File: src/rtl/dual_cam_line_sched.sv
// Per-pixel source scheduler for the dual-camera combiner: picks cam1 / cam0 FIFO / fused / black
// for each output pixel and drives the cam0 line-FIFO read strobe, alternating top and bottom halves.
`timescale 1ns/1ps
module dual_cam_line_sched #(
  parameter int H_ACT  = 640,
  parameter int OFFSET = 80,
  parameter int BLEND  = 10,
  parameter int CNT_W  = 12
) (
  input  logic             cmos0_pclk,
  input  logic             sys_rst_n,
  input  logic             cmos0_vsync,
  input  logic             cmos1_href,
  input  logic             fifo_empty,
  input  logic             cmos0_en,
  input  logic             cmos1_en,
  input  logic             splicing_en,
  output logic             fifo_rd_en,
  output logic             pixel_href,
  output logic             pixel_vsync,
  output logic [1:0]       src_sel,
  output logic             half_sel,
  output logic [CNT_W-1:0] pix_cnt,
  output logic             underrun
);

  localparam logic [CNT_W-1:0] LAST_ACT = CNT_W'(H_ACT - 1);
  localparam logic [CNT_W-1:0] LAST_SPL = CNT_W'(OFFSET + H_ACT - 1);
  localparam logic [CNT_W-1:0] OFS      = CNT_W'(OFFSET);
  localparam logic [CNT_W-1:0] BLD_END  = CNT_W'(OFFSET + BLEND);
  localparam logic [CNT_W-1:0] ONE      = CNT_W'(1);

  localparam logic [1:0] SRC_BLACK = 2'b00;
  localparam logic [1:0] SRC_CAM1  = 2'b01;
  localparam logic [1:0] SRC_CAM0  = 2'b10;
  localparam logic [1:0] SRC_FUSED = 2'b11;

  typedef enum logic [2:0] {IDLE, TOP_CAM1, TOP_CAM0, SPLICE, WAIT_LOW} state_t;

  state_t           state, state_nxt;
  logic [CNT_W-1:0] pix_nxt;
  logic             spl_lat, spl_nxt;
  logic             h1_meta, h1s, h1s_d, vs_d;
  logic             h1_rise, h1_fall, vs_rise, half_nxt;
  logic             href_c;
  logic [1:0]       src_c;

  // cam1 href crosses clock domains; vsync is already local
  always_ff @(posedge cmos0_pclk or negedge sys_rst_n) begin
    if (!sys_rst_n) begin
      h1_meta <= 1'b0;
      h1s     <= 1'b0;
      h1s_d   <= 1'b0;
      vs_d    <= 1'b0;
    end else begin
      h1_meta <= cmos1_href;
      h1s     <= h1_meta;
      h1s_d   <= h1s;
      vs_d    <= cmos0_vsync;
    end
  end

  assign h1_rise  = h1s & ~h1s_d;
  assign h1_fall  = ~h1s & h1s_d;
  assign vs_rise  = cmos0_vsync & ~vs_d;
  assign half_nxt = half_sel ^ vs_rise;

  always_ff @(posedge cmos0_pclk or negedge sys_rst_n) begin
    if (!sys_rst_n) begin
      state       <= IDLE;
      pix_cnt     <= '0;
      spl_lat     <= 1'b0;
      half_sel    <= 1'b0;
      underrun    <= 1'b0;
      pixel_href  <= 1'b0;
      src_sel     <= SRC_BLACK;
      pixel_vsync <= 1'b0;
    end else begin
      state       <= state_nxt;
      pix_cnt     <= pix_nxt;
      spl_lat     <= spl_nxt;
      half_sel    <= half_nxt;
      underrun    <= vs_rise ? 1'b0 : (underrun | (fifo_rd_en & fifo_empty));
      pixel_href  <= href_c;
      // an empty read returns garbage, so show black for that pixel
      src_sel     <= (fifo_rd_en & fifo_empty) ? SRC_BLACK : src_c;
      pixel_vsync <= cmos0_vsync & ~half_nxt;
    end
  end

  always_comb begin
    state_nxt  = state;
    pix_nxt    = pix_cnt;
    spl_nxt    = spl_lat;
    href_c     = 1'b0;
    src_c      = SRC_BLACK;
    fifo_rd_en = 1'b0;
    case (state)
      IDLE: begin
        if (h1_rise) begin
          pix_nxt   = '0;
          spl_nxt   = splicing_en;
          state_nxt = half_sel ? SPLICE : TOP_CAM1;
        end
      end
      TOP_CAM1: begin
        href_c = 1'b1;
        src_c  = cmos1_en ? SRC_CAM1 : SRC_BLACK;
        if (h1_fall || pix_cnt == LAST_ACT) begin
          state_nxt = TOP_CAM0;
          pix_nxt   = '0;
        end else begin
          pix_nxt = pix_cnt + ONE;
        end
      end
      TOP_CAM0: begin
        href_c     = 1'b1;
        fifo_rd_en = 1'b1;
        src_c      = cmos0_en ? SRC_CAM0 : SRC_BLACK;
        if (pix_cnt == LAST_ACT) begin
          state_nxt = h1s ? WAIT_LOW : IDLE;
          pix_nxt   = '0;
        end else begin
          pix_nxt = pix_cnt + ONE;
        end
      end
      SPLICE: begin
        href_c     = 1'b1;
        // reads run even when splicing is off so the FIFO never carries a stale line
        fifo_rd_en = (pix_cnt >= OFS);
        if (!spl_lat)            src_c = SRC_BLACK;
        else if (pix_cnt < OFS)  src_c = SRC_CAM1;
        else if (pix_cnt < BLD_END) src_c = SRC_FUSED;
        else                     src_c = SRC_CAM0;
        if (pix_cnt == LAST_SPL) begin
          state_nxt = h1s ? WAIT_LOW : IDLE;
          pix_nxt   = '0;
        end else begin
          pix_nxt = pix_cnt + ONE;
        end
      end
      WAIT_LOW: begin
        if (!h1s) state_nxt = IDLE;
      end
      default: state_nxt = IDLE;
    endcase
    if (vs_rise) begin
      state_nxt = IDLE;
      pix_nxt   = '0;
    end
  end

endmodule
File: config.mk
export PLATFORM = sky130hd
export DESIGN_NAME = dual_cam_line_sched
export DESIGN_NICKNAME = d
export VERILOG_FILES = /design/src/rtl/dual_cam_line_sched.sv
export SDC_FILE = /design/constraint.sdc
export NUM_CORES = 1
export LEC_CHECK = 0
export BUFFER_PORTS_ARGS = -buffer_cell sky130_fd_sc_hd__buf_2
export CAP_MARGIN = 40
export CORE_AREA = 2 2 76 56
export CTS_CLUSTER_DIAMETER = 150
export CTS_CLUSTER_SIZE = 30
export DETAILED_ROUTE_END_ITERATION = 8
export DIE_AREA = 0 0 78 58
export SLEW_MARGIN = 20
export SYNTH_ARGS = -nofsm -noshare
export SYNTH_HDL_FRONTEND = slang
export SYNTH_SLANG_ARGS = --single-unit
File: constraint.sdc
create_clock -name cmos0_pclk -period 2.2 [get_ports cmos0_pclk]
set_input_delay 0.55 -clock cmos0_pclk [delete_from_list [all_inputs] [get_ports cmos0_pclk]]
set_output_delay 0.55 -clock cmos0_pclk [all_outputs]
set_load 0.01 [all_outputs]
---- Yosys cells after proc, flatten, opt, wreduce, memory -nomap -nowiden ----
Cells that the tools add are included.
storage, ports and cells
  bits in registers ....................... 26
  bits of input ports ..................... 8
  output and inout port bits .............. 19
  word-level logic and storage cells ...... 70
operators by class
  add/sub/neg operators ................... 1
  magnitude comparators ................... 3
  equality and inequality tests ........... 11
  muxes and demuxes ....................... 25
  bitwise operators ....................... 11
  reduce and logical (&&, ||, !) cells .... 7
operator list
  cell                                                                 number
  2-to-1 mux 12 bit                                                    5
  case mux 12 bit (4 select lines)                                     1
  equality test 12 x 10 -> 1 bit (second input constant)               2
  less-than comparator 12 x 7 -> 1 bit (second input constant)         2
  2-to-1 mux 3 bit                                                     7
  inequality test 3 bit (second input constant)                        5
  case mux 3 bit (5 select lines)                                      1
  adder 12 x 1 -> 12 bit (second input constant)                       1
  greater-or-equal comparator 12 x 7 -> 1 bit (second input constant)  1
  2-to-1 mux 2 bit                                                     5
  equality test 3 x 2 -> 1 bit (second input constant)                 2
  case mux 2 bit (3 select lines)                                      1
  AND 1 bit                                                            5
  AND reduction 5 bit                                                  1
  nonzero test 5 bit                                                   1
  2-to-1 mux 1 bit                                                     4
  NOT 1 bit                                                            4
  AND reduction 2 bit                                                  2
  equality test 3 x 1 -> 1 bit (second input constant)                 1
  equality test 3 bit (second input constant)                          1
  logical NOT 3 bit                                                    1
  OR reduction 3 bit                                                   1
  case mux 1 bit (2 select lines)                                      1
  logical OR 1 bit                                                     1
  2 further kinds                                                      2

---- Longest topological paths before layout ----
  depth after elaboration ................. 6
  mapped depth ............................ 7
  gate-level depth less buffers ........... 6

---- Worst setup path after synthesis ----
No wires, ideal clock.
  path kind ............................... reg2reg
  from .................................... register pix_cnt[8]
  to ...................................... register state[1]
  setup time .............................. 0.078 ns
  arrival time ............................ 2.074 ns
  required time ........................... 2.122 ns
  setup slack ............................. 0.049 ns
  stages on the path, launching flop included .. 6
  path buffers ............................ 0
  period minus slack after synthesis ...... 2.151 ns
  path through ............................ dfrtp_1 -> or4b_4 -> nor4_4 -> o31ai_2 -> or4_1 -> a21oi_1
on the way
  word-level cells in the longest chain between the ends .. 4
  elaborated cells on any way between the ends .. 7
  classes of those cells .................. eq/ne: 5; reduce/logical: 2
ends and longest elaborated chain
  element                                   line      text
  start: declaration                        23        output logic [CNT_W-1:0] pix_cnt,
  start signal: assignment                  80        pix_cnt <= pix_nxt;
  equality test 12 x 10 -> 1 bit            109, 120
  logical OR 1 bit                          109       if (h1_fall || pix_cnt == LAST_ACT) begin
  inequality test 3 bit (no source line)    n/a
  AND reduction 5 bit (no source line) (*)  n/a
  end signal: assignment                    79        state <= state_nxt;
  end: declaration                          40        state_t state, state_nxt;
Mark *: on every way between the ends. The rest lies on a longest branch, timed or not.
A chain may end at the register's enable or synchronous reset.

---- Final worst setup path ----
  from .................................... register pix_cnt[8]
  to ...................................... output port fifo_rd_en
on the way
  word-level cells in the longest chain between the ends .. 2
ends and longest elaborated chain
  element                                      line  text
  greater-or-equal comparator 12 x 7 -> 1 bit  130   fifo_rd_en = (pix_cnt >= OFS);
  case mux 1 bit (2 select lines)              98    case (state)
  end: declaration                             18    output logic fifo_rd_en,
No other way between the ends.

==> qor.txt <==
Tot GR Track Use = 0.1682
Met1 Use GR = 0.2425
Main synth FF type = dfrtp_1
Most frequent cells in the layout = 26 x dfrtp_1, 26 x buf_2, 25 x nand2_1
RSZ-0062 raised after global routing = true
GR Layer Usage met2 = 0.2648
Tcrit/Tclk final = 1.000
Mapped Area = 1455 um^2
Pre-Repair DR Iteration Count = 4
Failing checks = negative setup slack
Detailed placer's ending HPWL = 2672 um
Synth warn = 0
# clock sinks = 26
Routed vias = 1378
CTS clk-pin slew, worst paths = 100 ps
Nets = 218
Register bit total from synthesis = 26
IO Port Bufs = 26
Ys async rst share = 1.000
Hold_buf cts = 0
Largest net degree at the start of global routing = 27
Die Span X = 78 um
Leakage = 0.8947 nW
First-pass GRT wire length = 5899 um
Final design utilization = 0.4849
Drt total wl = 3688 um
Post-route DRC = 0
Netlist cell types = 42
Die area = 4524 um^2
Initial antenna violation count = 0
Syn nets = 176
Setup TNS = -0.5289 ps
Final instance area = 1844 um^2
Worst slew margin = 0.5418
Total power = 1.613 mW
Critical path required time = 1650 ps
Row count = 19
Syn_area_per_cell = 8.766 um^2
Area Overhead vs Synth = 26.74%
Post-synth top area share = 0.4471
Worst vdd ir = 512.9 uV
Worst EP arrival = 1650 ps
Fin Clk Skew = 13.09 ps
Placer Congestion = 0.8327
Avg Vias per Cell = 5.341
Synth area leaders = dfrtp_1 45%, nand2_1 6.4%, nor2_1 4.1%
Hold Vio Cnt, Final = 0
Pins Over Slew Limit = 0
Drt wl/cell = 14.29 um
Initial Util = 0.3826
Placeable Area = 3804 um^2
Final setup violating endpoints = 1
Number of diodes = 0
Number of global-route vias before repair = 1178
Chip Height = 58 um
GR Overflow Total = 0
Fin crit period = 2201 ps
Post-DRT Antenna Nets = 0
Synth area leader = dfrtp_1
Placed cell areas = 1728 um^2
Critical Path Fanout Max = 2
Least-Margin Pin Slew = 684.8 ps
Placed insts = 251
IO Count = 27
Syn Inst Count = 166
Post-synth EDFFs = 0
CTS H-tree lvls = 1
CTS tree = done
Clock Path Buffers = 2
Clk Latency, worst-skew pair = 270 ps
CTS root buf = clkbuf_8
Worst slack, placed = 91.67 ps
Pwr Density = 874.8 nW/um^2
Final hold slack = 263.9 ps
Hold Path Class = in2async
Max Clock Freq = 454.4 MHz
# Max-Cap Violations = 0
Fraction of the yosys area taken by sequential cells = 0.4471
Non-Filler Instances = 258
Critical path class = reg2out
Fraction of layout cells with a size suffix above 1 = 0.2961
Met3 GRT Util = 0.03894
Critical path startpoint category = flop
Status = complete, but fails checks
DRT iter0 DRCs = 103
Setup slack after layout = -0.5289 ps
Crit. End Element = output port
CTS buffer count = 3
Most crowded layer after global routing = met2
critical path, cell delays in order, from the launching register on:
cell     delay, ps
dfrtp_1        390
or3_4          410
nor4b_4        240
buf_4          160
a21oi_2         50
buf_2          150
report_power, final:
part           internal (mW)  switching [mW]  total (mW)
Combinational          0.279           0.392       0.671
Clock                  0.123           0.149       0.271
Sequential             0.568           0.103       0.671
cells in the mapped netlist, types with 3 or more instances:
cell type,instances
inv_1,7
o21a_1,3
o22ai_1,7
o21ai_0,10
nor3_1,8
nor2_1,16
nand2b_1,6
a21oi_1,8
nand3_1,3
dfrtp_1,26
nor2b_1,5
nand2_1,25
clkbuf_1,6
routing by layer:
| metal | part of all wire | routed length, um |
|---|---|---|
| met3 | 0.068 | 249 |
| met2 | 0.46 | 1697 |
| met1 | 0.47 | 1725 |
| met5 | 0 | 0 |
| met4 | 0.0043 | 16 |
path summary, 6_finish.rpt:
path                              end  slack, ps        start  cells after the start
hold / removal             pix_cnt[0]        260    sys_rst_n                      1
hold reg to reg                   h1s        360      h1_meta                      0
min in group cmos0_pclk           h1s        360      h1_meta                      0
max in group asynchronous    state[0]       1540    sys_rst_n                      1
setup / recovery           fifo_rd_en       -0.5   pix_cnt[8]                      5
setup reg to reg             state[1]        110  pix_cnt[10]                      6
what timing repair did:
item,CTS,global route
endpoints found under the hold margin,0,0
setup buffers,4,0
pin swaps,3,3
endpoints found under the setup margin,1,8
resized for setup,5,3
gates cloned,0,0
cell families (layout without fill, tap and decap cells):
kind of cell	after synthesis	after routing	share of synthesized area
flip-flops	26	26	0.4471
XOR/XNOR	3	3	0.01806
adder cells (fa/ha/maj)	2	2	0.01719
multiplexers	1	1	0.007738
buffers and inverters	14	54	0.03697
AND/OR/NAND/NOR	82	82	0.3052
AO/OA/AOI/OAI	38	38	0.1677
registers in the layout (all words and copies together), names as in the netlist:
register     cells
state            3
h1s              1
vs_d             1
pixel_href       1
pixel_vsync      1
h1s_d            1
underrun         1
spl_lat          1
h1_meta          1
pix_cnt         12
src_sel          2
half_sel         1
cell type report:
type                    count  area (um^2)
fillers                   380         1959
multi-input cells         126        795.8
flip-flops and latches     26        650.6
repair buffers             44        265.3
well taps                  52        65.06
clock buffers               3        41.29
inverters                   7        26.28
(Power assumes the default switching activity.)
